--- src/rtl/spiker_adapter_pkg.sv ---
// Shared types and default sizing for the spiker adapter.
// Used by both the reader and the writer halves of the adapter.
package spiker_adapter_pkg;

   typedef enum logic {
      IDLE  = 1'b0,
      WRITE = 1'b1
   } spiker_writer_state_e;

   localparam int SPK_WIDTH     = 32;
   localparam int SPK_N_OUT_REG = 8;

endpackage

--- src/rtl/spiker_writer.sv ---
// spiker_writer: captures the core output vector on a valid pulse
// and streams it word by word into the hw-writable result registers.
module spiker_writer
   import spiker_adapter_pkg::*;
#(
   parameter int WIDTH      = SPK_WIDTH,
   parameter int N_OUT_REG  = SPK_N_OUT_REG,
   parameter int DATA_WIDTH = N_OUT_REG * WIDTH,
   parameter int IDX_W      = (N_OUT_REG > 1) ? $clog2(N_OUT_REG) : 1
) (
   input  logic                  clk_i,
   input  logic                  rst_i,
   input  logic                  test_mode_i,
   input  logic [DATA_WIDTH-1:0] data_out_i,
   input  logic                  valid_i,
   output logic                  ready_o,
   output logic                  reg_we_o,
   output logic [IDX_W-1:0]      reg_idx_o,
   output logic [WIDTH-1:0]      reg_wdata_o,
   output logic                  busy_o,
   output logic                  done_o,
   output logic                  overrun_o,
   input  logic                  clr_i
);

   localparam logic [IDX_W-1:0] LAST_IDX = IDX_W'(N_OUT_REG - 1);

   if (DATA_WIDTH != N_OUT_REG * WIDTH) begin : g_bad_width
      $error("spiker_writer: DATA_WIDTH must equal N_OUT_REG*WIDTH");
   end

   spiker_writer_state_e  r_state;
   logic [IDX_W-1:0]      r_idx;
   logic [DATA_WIDTH-1:0] r_shadow;
   logic                  r_done;
   logic                  r_overrun;

   logic                  w_write;
   logic                  w_ready;
   logic                  w_accept;
   logic                  w_drop;
   logic                  w_last;
   logic                  w_unused_test_mode;
   logic [WIDTH-1:0]      w_words [N_OUT_REG];

   assign w_unused_test_mode = test_mode_i;

   assign w_write  = (r_state == WRITE);
   assign w_ready  = (r_state == IDLE) && !r_done;
   assign w_accept = valid_i && w_ready;
   assign w_drop   = valid_i && !w_ready;
   assign w_last   = w_write && (r_idx == LAST_IDX);

   for (genvar k = 0; k < N_OUT_REG; k++) begin : g_word
      assign w_words[k] = r_shadow[k*WIDTH +: WIDTH];
   end

   always_ff @(posedge clk_i or posedge rst_i) begin
      if (rst_i) begin
         r_state <= IDLE;
         r_idx   <= '0;
      end else if (w_accept) begin
         r_state <= WRITE;
         r_idx   <= '0;
      end else if (w_last) begin
         r_state <= IDLE;
         r_idx   <= '0;
      end else if (w_write) begin
         r_idx   <= r_idx + IDX_W'(1);
      end
   end

   // Shadow only loads on accept, so the core may change its output mid-transfer.
   always_ff @(posedge clk_i or posedge rst_i) begin
      if (rst_i) begin
         r_shadow <= '0;
      end else if (w_accept) begin
         r_shadow <= data_out_i;
      end
   end

   // Sticky flags: a set in the same cycle as clr_i takes priority.
   always_ff @(posedge clk_i or posedge rst_i) begin
      if (rst_i) begin
         r_done    <= 1'b0;
         r_overrun <= 1'b0;
      end else begin
         r_done    <= w_last | (r_done & ~clr_i);
         r_overrun <= w_drop | (r_overrun & ~clr_i);
      end
   end

   assign ready_o     = w_ready;
   assign reg_we_o    = w_write;
   assign busy_o      = w_write;
   assign reg_idx_o   = w_write ? r_idx : '0;
   assign reg_wdata_o = w_write ? w_words[r_idx] : '0;
   assign done_o      = r_done;
   assign overrun_o   = r_overrun;

endmodule

--- config.mk ---
export PLATFORM = sky130hd
export DESIGN_NAME = spiker_writer
export DESIGN_NICKNAME = d
export VERILOG_FILES = /design/src/rtl/spiker_adapter_pkg.sv /design/src/rtl/spiker_writer.sv
export SDC_FILE = /design/constraint.sdc
export NUM_CORES = 1
export LEC_CHECK = 0
export CORE_UTILIZATION = 34
export DETAILED_ROUTE_END_ITERATION = 8
export PLACE_DENSITY = 0.59
export SLEW_MARGIN = 5
export SYNTH_ARGS = -nofsm -noshare
export SYNTH_HDL_FRONTEND = slang
export SYNTH_SLANG_ARGS = --single-unit
--- constraint.sdc ---
create_clock -name clk_i -period 11.2 [get_ports clk_i]
set_clock_uncertainty 0.1 [all_clocks]
set_input_delay 2.8 -clock clk_i [delete_from_list [all_inputs] [get_ports clk_i]]
set_output_delay 2.8 -clock clk_i [all_outputs]
set_load 0.02 [all_outputs]
==> impl_metrics.ini <==
[clocking]
root_buffer = clkbuf_16
hold_buffers = 0
cts_buffer_depth = 3
cts_tree = yes
worstSkewPairLatency_ns = 0.55
clock_sinks = 262
cts_resized = 0
path_clk_slew_ns = 0.06
cts_setup_buffers = 0
htree_levels = 1
cts_buffers = 31

[power_and_ir_drop]
p_leak_uw = 0.00765
clkPwrFrac_pct = 20.1
p_switching_uw = 1690
seqPwrFrac_pct = 33.2
p_sw_share_pct = 32.3
p_comb_share_pct = 46.7
internal_power_uw = 3530
ir_drop_mv = 0.116
p_per_area_nw_per_um2 = 306

[worst_setup_path]
endpoint_kind = output port
arrival_ns = 3.81
critPathRequiredTime_ns = 8.30
critPathMaxStageDelay_ns = 0.88
path_buf_inv = 2
crit_family = buffers and inverters
cp_max_fo = 53
critPathLaunchType = flop
path_class = reg -> out
cpMaxStageDelayCell = dfrtp_4
cp_cell_sequence = buf_4 > mux4_2 > o22ai_1 > nor2_1 > clkdlybuf4s50_1

[sta]
worstMarginPinSlew_ns = 1.04
setup_slack_ns = 4.49
slew_headroom_pct = 30.4
setup_viol = 0
fin_crit_sh_pct = 59.9
rsz0062_at_grt = false
hold_violations = 0
fin_crit_ns = 6.71
clock.fmax_mhz = 149
setup_tns_ns = 0
slew_violations = 0

[placed_design]
placedInstanceArea_sq_um = 16000
port_buffers = 299
dp_hpwl_um = 22900
finalWeightedCongestion = 0.817
dp_slack_ns = 5.11

[floorplanning]
io_pins = 301
die_y_um = 195
die_w_um = 195
placementRows = 70
core_area_sq_um = 36700
die_area_sq_um = 38200
initial_core_util_pct = 34.7

[global_route]
grt_pass1_vias = 8322
grt_overflow = 0
grt_pass1_wl_um = 52500
grt_util_all_layers_pct = 18.1
grt_max_degree = 126
antenna_found_initial = 9

[synthesis]
ys_types = 18
ys_ff_latch = 262
avgSynthCellArea_sq_um = 16.0
seq_area_frac_synth_pct = 51.5
synthCells = 797
yosysWarnings = 0
synth_area_sq_um = 12700
syn_nets = 1060

[layout]
fill_cells = 3301
layout-drive-gt1-share_pct = 38.2
final_cell_mix = clkdlybuf4s50_1 (299), dfrtp_1 (259), mux2_4 (207)
fin_area_sq_um = 17100
multi_input_area_sq_um = 5730
final_util_pct = 46.5
ff_latch_area_sq_um = 6560
area_growth_pct = 34.2
final_nets = 1344
final_common_cell = clkdlybuf4s50_1

[job]
drv_cap = 0

[detailed_routing]
drt-pass1-iter-count = 4
routed_wirelength_um = 34400
drtAntennaViolNets = 0
drcViolationCount = 0
vias = 7548
wl_per_cell_um = 21.8
viasPerCell = 4.78
drt_iter0_markers = 330

[hold_path]
worstHoldPathType = reg -> reg

[status]
outcome = complete, no violations
[flip-flops by register name, indices dropped and copies added, names as in the netlist]
register	cells
overrun_o	1
r_shadow	256
r_idx	3
busy_o	1
done_o	1
[path summary, 6_finish.rpt]
kind,start,endpoint,slack (ns),cells after the start
max,r_idx[2],reg_wdata_o[7],4.49,5
min,r_shadow[47],r_shadow[47],0.40,1
max reg2reg,busy_o,r_shadow[84],7.93,4
min reg2reg,r_shadow[47],r_shadow[47],0.40,1
max in group asynchronous,rst_i,r_shadow[120],6.66,3
min in group asynchronous,rst_i,r_shadow[183],2.74,2
[logic make-up after synthesis]
family / count (synthesis) / share of synthesized area, %
compound gates: 70 / 3.10
buf+inv: 63 / 3.49
flops: 262 / 51.5
fa+ha+maj: 2 / 0.197
mux: 352 / 40.1
simple gates: 48 / 1.59
[per-layer routing]
metal  vias to the layer above  share of wire [%]  track usage, %
met5                         -               0.12               0
met4                         6                2.4            5.48
met3                        53                5.4            4.37
met2                       194                 45            27.3
met1                      3807                 47            25.6
li1                       3488                  -               -
[metrics by stage]
| stage | total power [uW] | hold WS, ns | std cells |
|---|---|---|---|
| finish | 5210 | 0.402 | 1578 |
| global route | 5520 | 0.417 | 1577 |
| CTS | 5280 | 0.405 | 1572 |
| detailed placement | 4190 | 0.387 | 1516 |
| global placement | 4150 | 0.383 | 1516 |
| floorplan | 3410 | 0.374 | 797 |
[Yosys cell counts]
cell type | instances | area [sq um]
nand2b_1 | 3 | 18.8
nand2_1 | 7 | 26.3
mux2_2 | 113 | 1270
buf_1 | 2 | 7.51
inv_1 | 3 | 11.3
or3b_1 | 1 | 8.76
buf_2 | 10 | 50.1
clkbuf_1 | 21 | 78.8
buf_4 | 2 | 15.0
and2_1 | 4 | 25.0
mux4_2 | 32 | 721
buf_6 | 25 | 282
o21ai_0 | 35 | 175
nor2_1 | 33 | 124
mux2_4 | 207 | 3110
o22ai_1 | 35 | 219
ha_1 | 2 | 25.0
dfrtp_1 | 262 | 6560
[power by group through the flow]
stage                     Clock, uW  Sequential, uW  Combinational [uW]
after floorplan                   0            1620                1800
after global placement            0            1730                2430
after detailed placement          0            1740                2450
after CTS                      1080            1730                2460
after global routing           1120            1800                2600
final                          1050            1730                2440
[cell type report]
type,instances,area share (%)
sequential,262,38.4
multi-input combinational,472,33.6
timing repair buffer,311,18.1
clock buffer,45,5.44
tap,468,3.43
clock inverter,11,0.799
inverter,3,0.110
antenna,6,0.0880
(Power assumes the default switching activity.)
